[src/rtl/mem_arbiter_rr_if.sv]
// Signal bundle between L1-side requesters, the round-robin arbiter and the downstream burst memory.
// slave: the arbiter's view; master: the environment (requesters plus memory model).
interface mem_arbiter_rr_if #(
  parameter int N_CH    = 2,
  parameter int ADDR_W  = 16,
  parameter int BURST_W = 128
);
  logic [N_CH-1:0]         req_read;
  logic [N_CH-1:0]         req_write;
  logic [N_CH*ADDR_W-1:0]  req_address;
  logic [N_CH*BURST_W-1:0] req_wdata;
  logic [N_CH-1:0]         req_resp;
  logic [BURST_W-1:0]      req_rdata;
  logic                    mem_read;
  logic                    mem_write;
  logic [ADDR_W-1:0]       mem_address;
  logic [BURST_W-1:0]      mem_wdata;
  logic                    mem_resp;
  logic [BURST_W-1:0]      mem_rdata;

  modport slave (
    input  req_read, req_write, req_address, req_wdata, mem_resp, mem_rdata,
    output req_resp, req_rdata, mem_read, mem_write, mem_address, mem_wdata
  );

  modport master (
    output req_read, req_write, req_address, req_wdata, mem_resp, mem_rdata,
    input  req_resp, req_rdata, mem_read, mem_write, mem_address, mem_wdata
  );
endinterface

[src/rtl/mem_arbiter_rr.sv]
// N-channel round-robin arbiter onto one burst memory port, grant locked for a whole transaction.
// Define ARB_STATS_EN to add per-channel wrapping grant counters on the grant_count port.
module mem_arbiter_rr #(
  parameter int N_CH    = 2,
  parameter int ADDR_W  = 16,
  parameter int BURST_W = 128,
  parameter int CNT_W   = 16
) (
  input  logic clk,
  input  logic reset,
  mem_arbiter_rr_if.slave bus
`ifdef ARB_STATS_EN
  ,
  output logic [N_CH*CNT_W-1:0] grant_count
`endif
);
  localparam int IDX_W = (N_CH > 1) ? $clog2(N_CH) : 1;

  typedef enum logic [1:0] {IDLE, BUSY, DONE} state_t;

  state_t             state_reg, state_next;
  logic [IDX_W-1:0]   g_reg, g_next;
  logic [IDX_W-1:0]   p_reg, p_next;
  logic               mem_read_reg, mem_read_next;
  logic               mem_write_reg, mem_write_next;
  logic [ADDR_W-1:0]  mem_address_reg, mem_address_next;
  logic [BURST_W-1:0] mem_wdata_reg, mem_wdata_next;

  logic [N_CH-1:0]    active;
  logic               sel_found;
  logic [IDX_W-1:0]   sel_idx;
  logic [IDX_W-1:0]   cand;

  assign active = bus.req_read | bus.req_write;

  // Scan from the farthest candidate back to p+1 so the nearest active channel wins.
  always_comb begin
    sel_found = 1'b0;
    sel_idx   = '0;
    cand      = '0;
    for (int k = N_CH; k >= 1; k--) begin
      cand = IDX_W'((int'(p_reg) + k) % N_CH);
      if (active[cand]) begin
        sel_found = 1'b1;
        sel_idx   = cand;
      end
    end
  end

  always_comb begin
    state_next       = state_reg;
    g_next           = g_reg;
    p_next           = p_reg;
    mem_read_next    = mem_read_reg;
    mem_write_next   = mem_write_reg;
    mem_address_next = mem_address_reg;
    mem_wdata_next   = mem_wdata_reg;
    bus.req_resp     = '0;
    case (state_reg)
      IDLE: begin
        if (sel_found) begin
          state_next       = BUSY;
          g_next           = sel_idx;
          p_next           = sel_idx;
          mem_address_next = bus.req_address[int'(sel_idx)*ADDR_W +: ADDR_W];
          mem_wdata_next   = bus.req_wdata[int'(sel_idx)*BURST_W +: BURST_W];
          mem_write_next   = bus.req_write[sel_idx];
          mem_read_next    = ~bus.req_write[sel_idx];
        end
      end
      BUSY: begin
        bus.req_resp[g_reg] = bus.mem_resp;
        if (bus.mem_resp) begin
          state_next     = DONE;
          mem_read_next  = 1'b0;
          mem_write_next = 1'b0;
        end
      end
      // Bubble cycle: the released requester's stale request must not be seen in IDLE.
      DONE:    state_next = IDLE;
      default: state_next = IDLE;
    endcase
  end

  always_ff @(posedge clk) begin
    if (reset) begin
      state_reg       <= IDLE;
      g_reg           <= '0;
      p_reg           <= IDX_W'(N_CH - 1);
      mem_read_reg    <= 1'b0;
      mem_write_reg   <= 1'b0;
      mem_address_reg <= '0;
      mem_wdata_reg   <= '0;
    end else begin
      state_reg       <= state_next;
      g_reg           <= g_next;
      p_reg           <= p_next;
      mem_read_reg    <= mem_read_next;
      mem_write_reg   <= mem_write_next;
      mem_address_reg <= mem_address_next;
      mem_wdata_reg   <= mem_wdata_next;
    end
  end

  assign bus.mem_read    = mem_read_reg;
  assign bus.mem_write   = mem_write_reg;
  assign bus.mem_address = mem_address_reg;
  assign bus.mem_wdata   = mem_wdata_reg;
  assign bus.req_rdata   = bus.mem_rdata;

`ifdef ARB_STATS_EN
  logic grant_fire;
  assign grant_fire = (state_reg == IDLE) && sel_found;

  for (genvar gi = 0; gi < N_CH; gi++) begin : g_stats
    logic [CNT_W-1:0] cnt_reg;
    always_ff @(posedge clk) begin
      if (reset)
        cnt_reg <= '0;
      else if (grant_fire && (sel_idx == IDX_W'(gi)))
        cnt_reg <= cnt_reg + 1'b1;
    end
    assign grant_count[gi*CNT_W +: CNT_W] = cnt_reg;
  end
`endif
endmodule

[src/flat_wrapper.sv]
// flat-port wrapper written by rule: the top's interface ports become plain ports
module mem_arbiter_rr_flat 
#(
  parameter int N_CH    = 2,
  parameter int ADDR_W  = 16,
  parameter int BURST_W = 128,
  parameter int CNT_W   = 16
)
  (clk, reset, bus_req_read, bus_req_write, bus_req_address, bus_req_wdata, bus_mem_resp, bus_mem_rdata, bus_req_resp, bus_req_rdata, bus_mem_read, bus_mem_write, bus_mem_address, bus_mem_wdata);
  mem_arbiter_rr_if #(.N_CH(N_CH), .ADDR_W(ADDR_W), .BURST_W(BURST_W)) bus_i ();
  input  logic clk;
  input  logic reset;
  input wire logic [$bits(bus_i.req_read)-1:0] bus_req_read;
  input wire logic [$bits(bus_i.req_write)-1:0] bus_req_write;
  input wire logic [$bits(bus_i.req_address)-1:0] bus_req_address;
  input wire logic [$bits(bus_i.req_wdata)-1:0] bus_req_wdata;
  input wire logic [$bits(bus_i.mem_resp)-1:0] bus_mem_resp;
  input wire logic [$bits(bus_i.mem_rdata)-1:0] bus_mem_rdata;
  output wire logic [$bits(bus_i.req_resp)-1:0] bus_req_resp;
  output wire logic [$bits(bus_i.req_rdata)-1:0] bus_req_rdata;
  output wire logic [$bits(bus_i.mem_read)-1:0] bus_mem_read;
  output wire logic [$bits(bus_i.mem_write)-1:0] bus_mem_write;
  output wire logic [$bits(bus_i.mem_address)-1:0] bus_mem_address;
  output wire logic [$bits(bus_i.mem_wdata)-1:0] bus_mem_wdata;
  assign bus_i.req_read = bus_req_read;
  assign bus_i.req_write = bus_req_write;
  assign bus_i.req_address = bus_req_address;
  assign bus_i.req_wdata = bus_req_wdata;
  assign bus_i.mem_resp = bus_mem_resp;
  assign bus_i.mem_rdata = bus_mem_rdata;
  assign bus_req_resp = bus_i.req_resp;
  assign bus_req_rdata = bus_i.req_rdata;
  assign bus_mem_read = bus_i.mem_read;
  assign bus_mem_write = bus_i.mem_write;
  assign bus_mem_address = bus_i.mem_address;
  assign bus_mem_wdata = bus_i.mem_wdata;
  mem_arbiter_rr #(.N_CH(N_CH), .ADDR_W(ADDR_W), .BURST_W(BURST_W), .CNT_W(CNT_W)) u_core (.clk(clk), .reset(reset), .bus(bus_i));
endmodule
[config.mk]
export PLATFORM = sky130hd
export DESIGN_NAME = mem_arbiter_rr_flat
export DESIGN_NICKNAME = d
export VERILOG_FILES = /design/src/rtl/mem_arbiter_rr_if.sv /design/src/rtl/mem_arbiter_rr.sv /design/src/flat_wrapper.sv
export SDC_FILE = /design/constraint.sdc
export NUM_CORES = 1
export LEC_CHECK = 0
export CAP_MARGIN = 20
export CORE_AREA = 2 2 275 277
export DETAILED_ROUTE_END_ITERATION = 7
export DIE_AREA = 0 0 277 279
export PLACE_DENSITY_LB_ADDON = 0.25
export SLEW_MARGIN = 30
export SYNTH_ARGS = -nofsm -noshare
export SYNTH_HDL_FRONTEND = slang
export SYNTH_SLANG_ARGS = --single-unit
[constraint.sdc]
create_clock -name clk -period 2.07 [get_ports clk]
set_input_delay 0.414 -clock clk [delete_from_list [all_inputs] [get_ports clk]]
set_output_delay 0.414 -clock clk [all_outputs]
set_load 0.02 [all_outputs]
==> impl_metrics.json, run 1 <==
{
  "insertion_delay_ps": 480,
  "grt.total_usage_pct": 10.95,
  "worstPathArrival_ps": 1570,
  "htreeDepth": 4,
  "hold_path.class": "input port to flop",
  "yosysTopAreaCellShare_pct": 36.92,
  "ioPinCount": 699,
  "p_leak_nw": 4.654,
  "die_h_um": 279,
  "setup_slack_ps": 83.40,
  "cp_slowest_cell": "clkdlybuf4s50_1",
  "max_stage_delay_ps": 530,
  "antenna_found_initial": 6,
  "die_area_um2": 77280,
  "cap_violations": 0,
  "fp.dieW_um": 277,
  "grt_pass1_wl_mm": 63.28,
  "cts_setup_buffers": 0,
  "core_um2": 74070,
  "first_iter_violations": 462,
  "period_minus_slack_ps": 1987,
  "yosys_warnings": 0,
  "timing.final.crit_share_pct": 95.97,
  "wirelength_mm": 43.78,
  "clock_sinks": 150,
  "clkTransAtPathRegs_ps": 70,
  "grt_max_degree": 81,
  "drive_above_1_share_pct": 10.45,
  "largest_reg_flops": 128,
  "ant_nets": 0,
  "vdd_drop_max_v": 0.0004251,
  "nNetsFinal": 1740,
  "final_common_cell": "clkdlybuf4s50_1",
  "layout_common_cells": "clkdlybuf4s50_1, dfxtp_1, nand3_1, o21ai_0, a21oi_1",
  "post_drt_wl_per_cell_um": 19.03,
  "seqCellArea_um2": 3003,
  "tightest_slew_ps": 545.0,
  "crit_path_end_kind": "output pin",
  "drc": 0,
  "cts_buffers": 17,
  "start_util_pct": 10.98,
  "reg2reg_setup_slack_ps": 370,
  "path_buf_inv": 2,
  "fin_util_pct": 18.84,
  "syn_area_um2": 8134,
  "slew_headroom_pct": 63.67,
  "cts_tree": "yes",
  "setup_tns_ps": 0,
  "rows": 100,
  "outcome": "complete, no violations",
  "clock_path_buffers": 2,
  "grt_pass1_vias": 9438,
  "areaGrowthSynthToFinish_pct": 71.57,
  "synth_seq_area_share_pct": 36.92,
  "critPathTopFamily": "buffers and inverters",
  "cp.required_ps": 1660,
  "yosysUniqueCellTypes": 26,
  "synth_top_area_cell": "dfxtp_1",
  "cp_cell_sequence": "clkdlybuf4s50_1 > nand3b_1 > nor2_1 > dlygate4sd2_1",
  "max_freq_ghz": 0.5034,
  "rsz0062_at_grt": "no",
  "io_buffers": 442,
  "slew_viol_final": 0,
  "p_total_w": 0.01071,
  "grt_overflow": 0,
  "place_congestion": 0.7608,
  "pre_cts_ws_ps": -175.0,
  "vias_per_cell": 4.100,
  "synth_seq_cells": 150,
  "synth_fp_nets": 1434,
  "finalSetupViolCount": 0,
  "nFillCells": 8278,
  "dp_hpwl_mm": 32.18,
  "critPathMaxFanout": 3,
  "vias": 9430,
  "p_per_area_nw_per_um2": 767.5,
  "first_pass_iters": 4,
  "postSynthCellCount": 1011,
  "cts_root_buf": "clkbuf_16",
  "finalClockSkew_ps": 9.444,
  "startpoint_type": "input port",
  "multi_input_area_um2": 3652,
  "syn-mean-instance-area_um2": 8.046,
  "path_class": "input port to output pin",
  "synth_area_leaders": "dfxtp_1, a311oi_1, buf_4",
  "hold_violations": 0
}
==> metrics by stage <==
stage / hold slack, ps / cell area (um^2) / std cells
2_1_floorplan: 467.4 / 8134 / 1011
3_3_place_gp: 471.3 / 13330 / 2267
3_5_place_dp: 487.1 / 13330 / 2267
4_1_cts: 274.1 / 13950 / 2299
5_1_grt: 320.5 / 13960 / 2300
6_report: 338.3 / 13960 / 2300
==> synth_stat cells <==
master / n
o31ai_1: 1
o2111ai_1: 1
o21ai_2: 1
or3b_2: 1
buf_1: 5
buf_4: 129
or4_1: 1
or2_2: 2
o2bb2ai_1: 2
buf_6: 5
nor2_1: 5
a21boi_0: 1
nor2_2: 2
o21ai_0: 146
dfxtp_1: 150
nand3_1: 147
buf_2: 28
nand3b_1: 1
inv_1: 2
o21a_1: 1
clkbuf_1: 87
a311oi_1: 144
a21oi_1: 146
nor3_1: 1
nand2_1: 1
nor4_4: 1
==> power by group <==
group | leakage (nW) | total [W] | switching, W | internal (W)
sequential | 1.25 | 0.00350 | 0.000226 | 0.00327
combinational | 3.11 | 0.00367 | 0.00186 | 0.00180
clock | 0.294 | 0.00355 | 0.00149 | 0.00206
==> layout make-up <==
class / count / share of cell area (%)
Antenna cell: 1 / 0.01793
Multi-Input combinational cell: 605 / 26.17
Sequential cell: 150 / 21.52
Clock inverter: 11 / 1.246
Timing Repair Buffer: 541 / 39.08
Clock buffer: 21 / 3.228
Inverter: 2 / 0.05379
Tap cell: 969 / 8.687
==> timing repair <==
| item | CTS | global route |
|---|---|---|
| resized for setup | 2 | 0 |
| endpoints found under the setup margin | 2 | 0 |
| hold buffers | 0 | 0 |
==> cell families after synthesis <==
family | count (synthesis) | share of synthesized area [%]
flip-flops | 150 | 36.92
AND/OR/NAND/NOR | 162 | 10.24
buffers and inverters | 256 | 18.66
AO/OA/AOI/OAI | 443 | 34.18
==> path summary, 6_finish.rpt <==
path / cells past startpoint / end / start
worst max-delay path: 4 / bus_req_resp[1] / bus_mem_resp
worst min-delay path: 2 / u_core.state_reg[1] / reset
worst max register to register: 4 / u_core.bus.mem_wdata[123] / u_core.state_reg[1]
worst min register to register: 2 / u_core.bus.mem_read / u_core.bus.mem_read
==> metal layers <==
layer	up-vias	wire length [um]	track usage, %
met5	-	52	0
met4	8	1936	5.769
met3	109	4221	4.719
met2	489	20230	17.30
met1	4511	17340	12.52
li1	4313	-	-
(Power assumes the default switching activity.)
==> run 2, diff against run 1 <==
CORE_AREA = 10 10 267 269   (was 2 2 275 277)
SLEW_MARGIN = not set   (was 30)
==> run 2 against run 1 <==
  * Clock power decreased by 4%
  * Utilization increased by 2.1 points
  * Flip-flop and latch count unchanged
  * Non-clock buffer count decreased by 18
  * Worst hold slack improved by 83 ps
  * Count of clock-buffer cells in the layout decreased by 3
  * Fmax increased by 0.21%
  * Cell area decreased by 1.6%
  * Combinational power increased by 1%
  * Setup slack improved by 4.2 ps
  * Final cell count decreased by 5.4%
==> impl_metrics.json, run 2 (same netlist as run 1, synthesis figures left out) <==
{
  "outcome": "complete, no violations",
  "finalClockSkew_ps": 13.60,
  "dp_cells": 2144,
  "clock_path_buffers": 2,
  "cts_buffers": 17,
  "reg2reg_setup_slack_ps": 360,
  "vdd_drop_max_v": 0.0005464,
  "vias_per_cell": 4.305,
  "max_freq_ghz": 0.5044,
  "grt_pass1_wl_mm": 69.17,
  "start_util_pct": 12.39,
  "ant_nets": 0,
  "rsz0062_at_grt": "no",
  "layout_common_cells": "clkdlybuf4s50_1, dfxtp_1, nand3_1, o21ai_0, a21oi_1",
  "vias": 9368,
  "placed_cell_area_um2": 13140,
  "seq_power_share_pct": 32.9,
  "grt_overflow": 0,
  "p_per_area_nw_per_um2": 771.8,
  "worstPathArrival_ps": 1570,
  "die_h_um": 279,
  "pwr-share-clk_pct": 32.1,
  "grt_max_degree": 78,
  "wirelength_mm": 47.79,
  "period_minus_slack_ps": 1982,
  "core_um2": 65630,
  "tightest_slew_ps": 520.5,
  "multi_input_area_um2": 3652,
  "critPathMaxFanout": 3,
  "finalSetupViolCount": 0,
  "first_iter_violations": 561,
  "min-delay-start": "reset",
  "critPathTopFamily": "buffers and inverters",
  "path_class": "input port to output pin",
  "fin_area_um2": 13740,
  "cts_setup_buffers": 0,
  "nFillCells": 7245,
  "reg2reg_depth": 4,
  "cp.required_ps": 1660,
  "antenna_found_initial": 8,
  "grt_pass1_vias": 9613,
  "drive_above_1_share_pct": 9.451,
  "timing.final.crit_share_pct": 95.77,
  "switching_share_pct": 34.78,
  "grt.total_usage_pct": 11.85,
  "combPwrFrac_pct": 35.0,
  "slew_viol_final": 0,
  "final_common_cell": "clkdlybuf4s50_1",
  "startpoint_type": "input port",
  "fin_cells": 2176,
  "crit_path_end_kind": "output pin",
  "p_sw_w": 0.003688,
  "nNetsFinal": 1722,
  "clock_sinks": 150,
  "io_buffers": 442,
  "holdBufCountCts": 0,
  "hold_path_depth": 2,
  "largest_reg_flops": 128,
  "max_stage_delay_ps": 530,
  "cts_root_buf": "clkbuf_16",
  "path_buf_inv": 2,
  "place_congestion": 0.7327,
  "slew_headroom_pct": 65.30,
  "areaGrowthSynthToFinish_pct": 68.91,
  "cp_slowest_cell": "clkdlybuf4s50_1",
  "cap_violations": 0,
  "clkTransAtPathRegs_ps": 60,
  "reg2reg_from": "u_core.state_reg[1]",
  "min_to": "u_core.state_reg[1]",
  "cell_internal_pwr_w": 0.006916,
  "cp_cell_sequence": "clkdlybuf4s50_1 > nand3b_1 > nor2_1 > clkdlybuf4s15_1",
  "p_leak_nw": 4.580,
  "first_pass_iters": 5,
  "die_area_um2": 77280,
  "hold_path.class": "input port to flop",
  "crit_start": "bus_mem_resp",
  "antenna_cells": 0,
  "drc": 0,
  "worstReg2RegEnd": "u_core.bus.mem_wdata[112]",
  "seqCellArea_um2": 3003,
  "fp.dieW_um": 277,
  "rows": 94,
  "ioPinCount": 699,
  "dp_hpwl_mm": 35.43,
  "htreeDepth": 4,
  "post_drt_wl_per_cell_um": 21.96,
  "hold_violations": 0,
  "insertion_delay_ps": 470,
  "cts_tree": "yes"
}
## run 2: final cells by class
type / instances / area share, %
timing repair buffer: 523 / 39.24
clock inverter: 14 / 1.202
sequential: 150 / 21.86
clock buffer: 18 / 3.196
tap: 864 / 7.868
multi-input combinational: 605 / 26.58
inverter: 2 / 0.05464
## run 2: power groups by stage
stage	registers, W	logic, W	clock network, W
finish	0.00348	0.00372	0.00341
global route	0.00353	0.00400	0.00367
CTS	0.00348	0.00376	0.00360
detailed placement	0.00354	0.00375	0
global placement	0.00354	0.00374	0
floorplan	0.00397	0.00152	0
## run 2: worst register-to-register path: cells and delay by family, from the launching register on
family                 cells  cell delay, ps
DFF                        1             360
AOI/OAI and AO/OA          1             180
buffers and inverters      1             410
and+or+nand+nor            2             630
## run 2: stage by stage
step / hold slack [ps] / total power (W) / util, % / TNS [ps] / worst slack (ps)
final: 421.1 / 0.01060 / 20.94 / 0 / 87.63
after global routing: 424.1 / 0.01119 / 20.94 / 0 / 8.817
after CTS: 377.2 / 0.01085 / 20.93 / 0 / 22.03
after detailed placement: 512.6 / 0.007294 / 20.02 / -6990 / -249.8
after global placement: 502.5 / 0.007281 / 20.02 / -5970 / -319.2
after floorplan: 467.4 / 0.005493 / - / 0 / 375.9
## run 2: what timing repair did
action                                 CTS  global route
endpoints found under the hold margin    0             0
setup endpoints to repair                3             2
resized for setup                        3             2
## run 2: per-layer routing
layer  routed length, um  vias up  GRT usage, %  share of wire, %
met4                1452        6         4.920               3.0
met3                4711       96         5.266               9.9
met5                  41        -             0             0.086
met1               19830     4495         13.93                41
met2               21760      489         18.52                46
li1                    -     4282             -                 -
## run 2: how the worst max path moves through the flow
stage | end | slack [ps] | cells past startpoint
after floorplan | u_core.bus.mem_wdata[24] | 380 | 6
after global placement | bus_req_resp[1] | -320 | 4
after detailed placement | bus_req_resp[1] | -250 | 4
after CTS | bus_req_resp[1] | 20 | 4
after global routing | bus_req_resp[0] | 9 | 4
final | bus_req_resp[1] | 90 | 4
==> RTL change 1: new RTL, flow settings as in run 2 <==
`N_CH` is set to 2 in 3 places; all go to 1.
--- a/src/rtl/mem_arbiter_rr_if.sv
+++ b/src/rtl/mem_arbiter_rr_if.sv
@@ -1,7 +1,7 @@
 // Signal bundle between L1-side requesters, the round-robin arbiter and the downstream burst memory.
 // slave: the arbiter's view; master: the environment (requesters plus memory model).
 interface mem_arbiter_rr_if #(
-  parameter int N_CH    = 2,
+  parameter int N_CH    = 1,
   parameter int ADDR_W  = 16,
   parameter int BURST_W = 128
 );
--- a/src/rtl/mem_arbiter_rr.sv
+++ b/src/rtl/mem_arbiter_rr.sv
@@ -1,7 +1,7 @@
 // N-channel round-robin arbiter onto one burst memory port, grant locked for a whole transaction.
 // Define ARB_STATS_EN to add per-channel wrapping grant counters on the grant_count port.
 module mem_arbiter_rr #(
-  parameter int N_CH    = 2,
+  parameter int N_CH    = 1,
   parameter int ADDR_W  = 16,
   parameter int BURST_W = 128,
   parameter int CNT_W   = 16
--- a/src/flat_wrapper.sv
+++ b/src/flat_wrapper.sv
@@ -1,7 +1,7 @@
 // flat-port wrapper written by rule: the top's interface ports become plain ports
 module mem_arbiter_rr_flat 
 #(
-  parameter int N_CH    = 2,
+  parameter int N_CH    = 1,
   parameter int ADDR_W  = 16,
   parameter int BURST_W = 128,
   parameter int CNT_W   = 16
Interface: changed (5 resized); port bits go from 699 to 552. No check against the original RTL was run, so the function may have changed too.
==> RTL change 1 against run 2 <==
  * Wire length shrank 39%
  * Sequential cell count shrank 2
  * Cell area fell by 21%
  * Synthesized cell count is 20% lower
  * Synthesized area decreased by 12%
  * Worst setup slack improved by 0.016 ns
  * Clock power shrank 1%
  * Power decreased by 20%
  * Critical path type is now flip-flop to output port
  * Critical endpoint is now bus_mem_write
==> RTL change 1: results (changes against run 2) <==
======================================================================
Worst VDD drop ..........................................    0.5839 mV   +6.9%
Global placer's final weighted congestion ...............       0.6876   -6.2%
CP max FO ...............................................            3   unchanged
Proportion of synthesized chip area in sequential cells .       41.59%   +4.7 points
Filler cell count .......................................        7,343   +1.4%
Fraction of met1 tracks used by global routing ..........       7.876%   -6.1 points
Slew at the pin with the worst max-slew slack ...........    0.5040 ns   -0.01651 ns
Vias in the first global route ..........................        6,277   -35%
Global-route wire length before repair ..................    42,510 µm   -39%
GRT Total Usage .........................................       7.396%   -4.5 points
Global Route met3 Usage .................................       5.707%   +0.44 points
Largest cells by area after synthesis ................... sky130_fd_sc_hd__dfxtp_1 (42%), sky130_fd_sc_hd__or3b_1 (18%), sky130_fd_sc_hd__buf_4 (14%)
TritonRoute pass-1 iters ................................            6   +1
Synth cell count leaders ................................ sky130_fd_sc_hd__dfxtp_1 (148), sky130_fd_sc_hd__a21oi_1 (146), sky130_fd_sc_hd__o21ai_0 (145)
Maximum cell stage delay along the critical path ........      0.68 ns   +0.15 ns
Final nets ..............................................        1,220   -29%
GR Util met2 ............................................       10.27%   -8.2 points
Average wire per standard cell ..........................     15.93 µm   -27%
Distinct cells, synth ...................................           19   -27%
Leakage .................................................     3.680 nW   -20%
Clock-pin slew on the worst setup and hold paths ........      0.07 ns
Net Count, Synth ........................................        1,083   -24%
Antenna violations before repair ........................            5   -3
Placed instance area ....................................   10,220 µm²   -22%
Max Clock Skew ..........................................   0.01671 ns   +0.003116 ns
Iteration-0 DRC count of the detailed router ............          339   -40%
Proportion of layout cells with a drive suffix above 1 ..       7.225%   -2.2 points
Outcome ................................................. finished clean
Cell area after layout ..................................   10,820 µm²   -21%
Worst Setup SP .......................................... u_core.bus.mem_write
Worst Path Arrival ......................................      1.55 ns   -0.02 ns
Total vias in the final route ...........................        6,186   -34%
DP Wirelength ...........................................    20,850 µm   -41%
Primary flip-flop cell chosen by synthesis mapping ...... sky130_fd_sc_hd__dfxtp_1
Port-buffer cells .......................................          295   -33%
Top delay family on crit path ........................... buffers and inverters
Largest net degree at the start of global routing .......           93   +19%
======================================================================
## RTL change 1: cell count changes in the layout (fill, tap and decap cells not counted), moves of 3 or more
cell and delta:
sky130_fd_sc_hd__clkinv_2 +3, sky130_fd_sc_hd__or3b_1 +144, sky130_fd_sc_hd__buf_4 -33, sky130_fd_sc_hd__nand3_1 -147
sky130_fd_sc_hd__clkdlybuf4s50_1 -149, sky130_fd_sc_hd__buf_12 -15, sky130_fd_sc_hd__nor2_1 -3, sky130_fd_sc_hd__a311oi_1 -144
## RTL change 1: repair_timing
action / in CTS / in global routing
buffers inserted: 0 / 0
setup endpoints to repair: 3 / 0
resized for setup: 3 / 0
## RTL change 1: logic make-up after synthesis
kind of cell	share of synthesized area, %
buf+inv	19.15
compound gates	20.78
simple gates	18.48
flops	41.59
## RTL change 1: where the power goes
| part | switching [mW] | internal (mW) | leakage [nW] | total, mW |
|---|---|---|---|---|
| Combinational | 0.947 | 0.965 | 2.17 | 1.91 |
| Clock | 1.45 | 1.92 | 0.290 | 3.37 |
| Sequential | 0.109 | 3.08 | 1.22 | 3.19 |
## RTL change 1: final timing paths
check / cells past startpoint / end / slack (ns)
setup / recovery: 1 / bus_mem_write / 0.10
hold / removal: 2 / u_core.bus.mem_wdata[14] / 0.26
setup reg to reg: 5 / u_core.bus.mem_wdata[34] / 0.36
hold reg to reg: 2 / u_core.bus.mem_wdata[43] / 0.47
## RTL change 1: cell type report
class | instances | area share [%]
clock buffer | 19 | 4.095
clock inverter | 12 | 1.434
inverter | 2 | 0.06940
multi-input combinational | 447 | 25.95
sequential | 148 | 27.39
tap | 864 | 9.994
timing repair buffer | 327 | 31.07
## RTL change 1: metal layers
| layer | routed length (µm) | up-vias | part of all wire (%) |
|---|---|---|---|
| met2 | 11860 | 259 | 41 |
| met3 | 4300 | 80 | 15 |
| met4 | 1180 | 10 | 4.1 |
| met5 | 81 | - | 0.28 |
| li1 | - | 2993 | - |
| met1 | 11560 | 2844 | 40 |
## RTL change 1: per-stage QoR
step | instances | TNS [ns] | setup WS [ns] | power [mW]
floorplan | 806 | 0 | 0.5687 | 4.531
global placement | 1788 | -0.06535 | -0.06535 | 5.202
detailed placement | 1788 | -0.08049 | -0.08049 | 5.219
CTS | 1819 | 0 | 0.03129 | 8.755
global route | 1819 | 0 | 0.01445 | 8.982
finish | 1819 | 0 | 0.1041 | 8.475
==> RTL change 2: new RTL, settings of run 2 <==
Without the edit above. Take the reset off `mem_wdata_reg` and load it in a clocked block of its own.
--- a/src/rtl/mem_arbiter_rr.sv
+++ b/src/rtl/mem_arbiter_rr.sv
@@ -90,7 +90,6 @@
       mem_read_reg    <= 1'b0;
       mem_write_reg   <= 1'b0;
       mem_address_reg <= '0;
-      mem_wdata_reg   <= '0;
     end else begin
       state_reg       <= state_next;
       g_reg           <= g_next;
@@ -98,8 +97,11 @@
       mem_read_reg    <= mem_read_next;
       mem_write_reg   <= mem_write_next;
       mem_address_reg <= mem_address_next;
-      mem_wdata_reg   <= mem_wdata_next;
     end
+  end
+
+  always_ff @(posedge clk) begin
+    mem_wdata_reg <= mem_wdata_next;
   end
 
   assign bus.mem_read    = mem_read_reg;
Behaviour: not the same (Yosys sat finds a counterexample within 4 cycles, from zero or initial values and one cycle with reset high).
==> RTL change 2 against run 2 <==
  * Wire length decreased by 18%
  * Critical path type is now flip-flop to output port
  * Cell area decreased by 6.9%
  * Worst setup slack got worse by 0.00074 ns
  * Synthesized area decreased by 7.4%
  * Power decreased by 5.1%
  * Highest routed layer is now met4
  * Critical path depth decreased by 3
  * Sequential share of layout area increased by 12 points
  * Sequential cell count unchanged
  * Largest cell class unchanged
  * Largest power group is now sequential cells
  * Worst hold slack improved by 0.053 ns
==> RTL change 2: results (changes against run 2) <==
================================================================================
Outcome ........................................................... finished clean
Number of inverters outside the clock class in the layout .........            3   +1
Number of enable-type register cells in the synthesized netlist ...          128   +128
Wire length on met1 ...............................................    12,480 µm   -37%
CP max FO .........................................................            2   -1
Net Count, Synth ..................................................          950   -34%
Fraction of met1 tracks used by global routing ....................       8.596%   -5.3 points
Global placer's final weighted congestion .........................       0.7244   -1.1%
Largest net degree at the start of global routing .................           29   -63%
Global-route wire length before repair ............................    52,260 µm   -24%
Area of the multi-input gates .....................................     2068 µm²   -43%
Worst hold slack across all endpoints .............................    0.4740 ns   +0.05292 ns
Num sequential ....................................................          150   unchanged
Non-clock buffer share of cell area ...............................       37.52%   -1.7 points
Vias in the first global route ....................................        6,261   -35%
Clock buf/inv share ...............................................       4.244%   -0.15 points
Netlist Area Pre-Place ............................................     7532 µm²   -7.4%
Top layer in use ..................................................         met4
Worst hold-check path type ........................................ flip-flop to flip-flop
Cell count after placement ........................................        1,719   -20%
TritonRoute pass-1 iters ..........................................            4   -1
Maximum cell stage delay along the critical path ..................      0.74 ns   +0.21 ns
Total vias in the final route .....................................        5,594   -40%
Comb_multi_in .....................................................          221   -63%
Max Clock Skew ....................................................   0.02094 ns   +0.007343 ns
Largest cells by area after synthesis ............................. sky130_fd_sc_hd__edfxtp_1 (51%), sky130_fd_sc_hd__mux2_2 (19%), sky130_fd_sc_hd__buf_4 (13%)
Routed WL .........................................................    39,040 µm   -18%
Sequential power share ............................................        39.4%   +6.5 points
Slew at the pin with the worst max-slew slack .....................    0.4021 ns   -0.1184 ns
Worst Setup SP .................................................... u_core.bus.mem_address[2]
Placed instance area ..............................................   12,250 µm²   -6.7%
Final nets ........................................................        1,297   -25%
Average wire per standard cell ....................................     22.29 µm   +1.5%
DP Wirelength .....................................................    32,460 µm   -8.4%
Worst VDD drop ....................................................    0.5798 mV   +6.1%
Global Route met3 Usage ...........................................       4.134%   -1.1 points
Area added between synthesis and finish ...........................       69.88%
Clock buffer cells ................................................           17   -1
R2r worst-path depth ..............................................            5   +1
Relative contribution of the clock network to total power .........        30.6%   -1.5 points
Critical Path End ................................................. bus_mem_address[2]
Count of buffers not belonging to the clock network in the layout .          481   -8.0%
Filler cell count .................................................        7,099   -2.0%
Met3 Routed Length ................................................      3625 µm   -23%
Count of antenna diodes in the layout .............................            1   +1
Antenna violations before repair ..................................            1   -7
GR Util met2 ......................................................       18.66%   +0.14 points
Iteration-0 DRC count of the detailed router ......................          274   -51%
Distinct cells, synth .............................................           32   +23%
Power in the clock group ..........................................      3.08 mW   -9.7%
Start point of the worst min-delay path ........................... u_core.bus.mem_read
Per-instance average area after synthesis .........................    14.29 µm²   +78%
Register area .....................................................     4284 µm²   +43%
GRT Total Usage ...................................................       9.717%   -2.1 points
================================================================================
RTL change 2: cell count changes in the layout (fill, tap and decap cells not counted), moves of 9 or more:
| cell | delta |
|---|---|
| sky130_fd_sc_hd__o21ai_0 | -128 |
| sky130_fd_sc_hd__a21oi_1 | -128 |
| sky130_fd_sc_hd__mux2_2 | +128 |
| sky130_fd_sc_hd__a311oi_1 | -136 |
| sky130_fd_sc_hd__dfxtp_1 | -128 |
| sky130_fd_sc_hd__edfxtp_1 | +128 |
| sky130_fd_sc_hd__buf_4 | -13 |
| sky130_fd_sc_hd__nand3_1 | -128 |
| sky130_fd_sc_hd__buf_12 | -20 |
| sky130_fd_sc_hd__clkdlybuf4s50_1 | -9 |
RTL change 2: kinds of logic after synthesis:
| group | synth area share (%) |
|---|---|
| buffers and inverters | 15.76 |
| DFF | 56.88 |
| muxes | 19.14 |
| AOI/OAI and AO/OA | 5.681 |
| and+or+nand+nor | 2.542 |
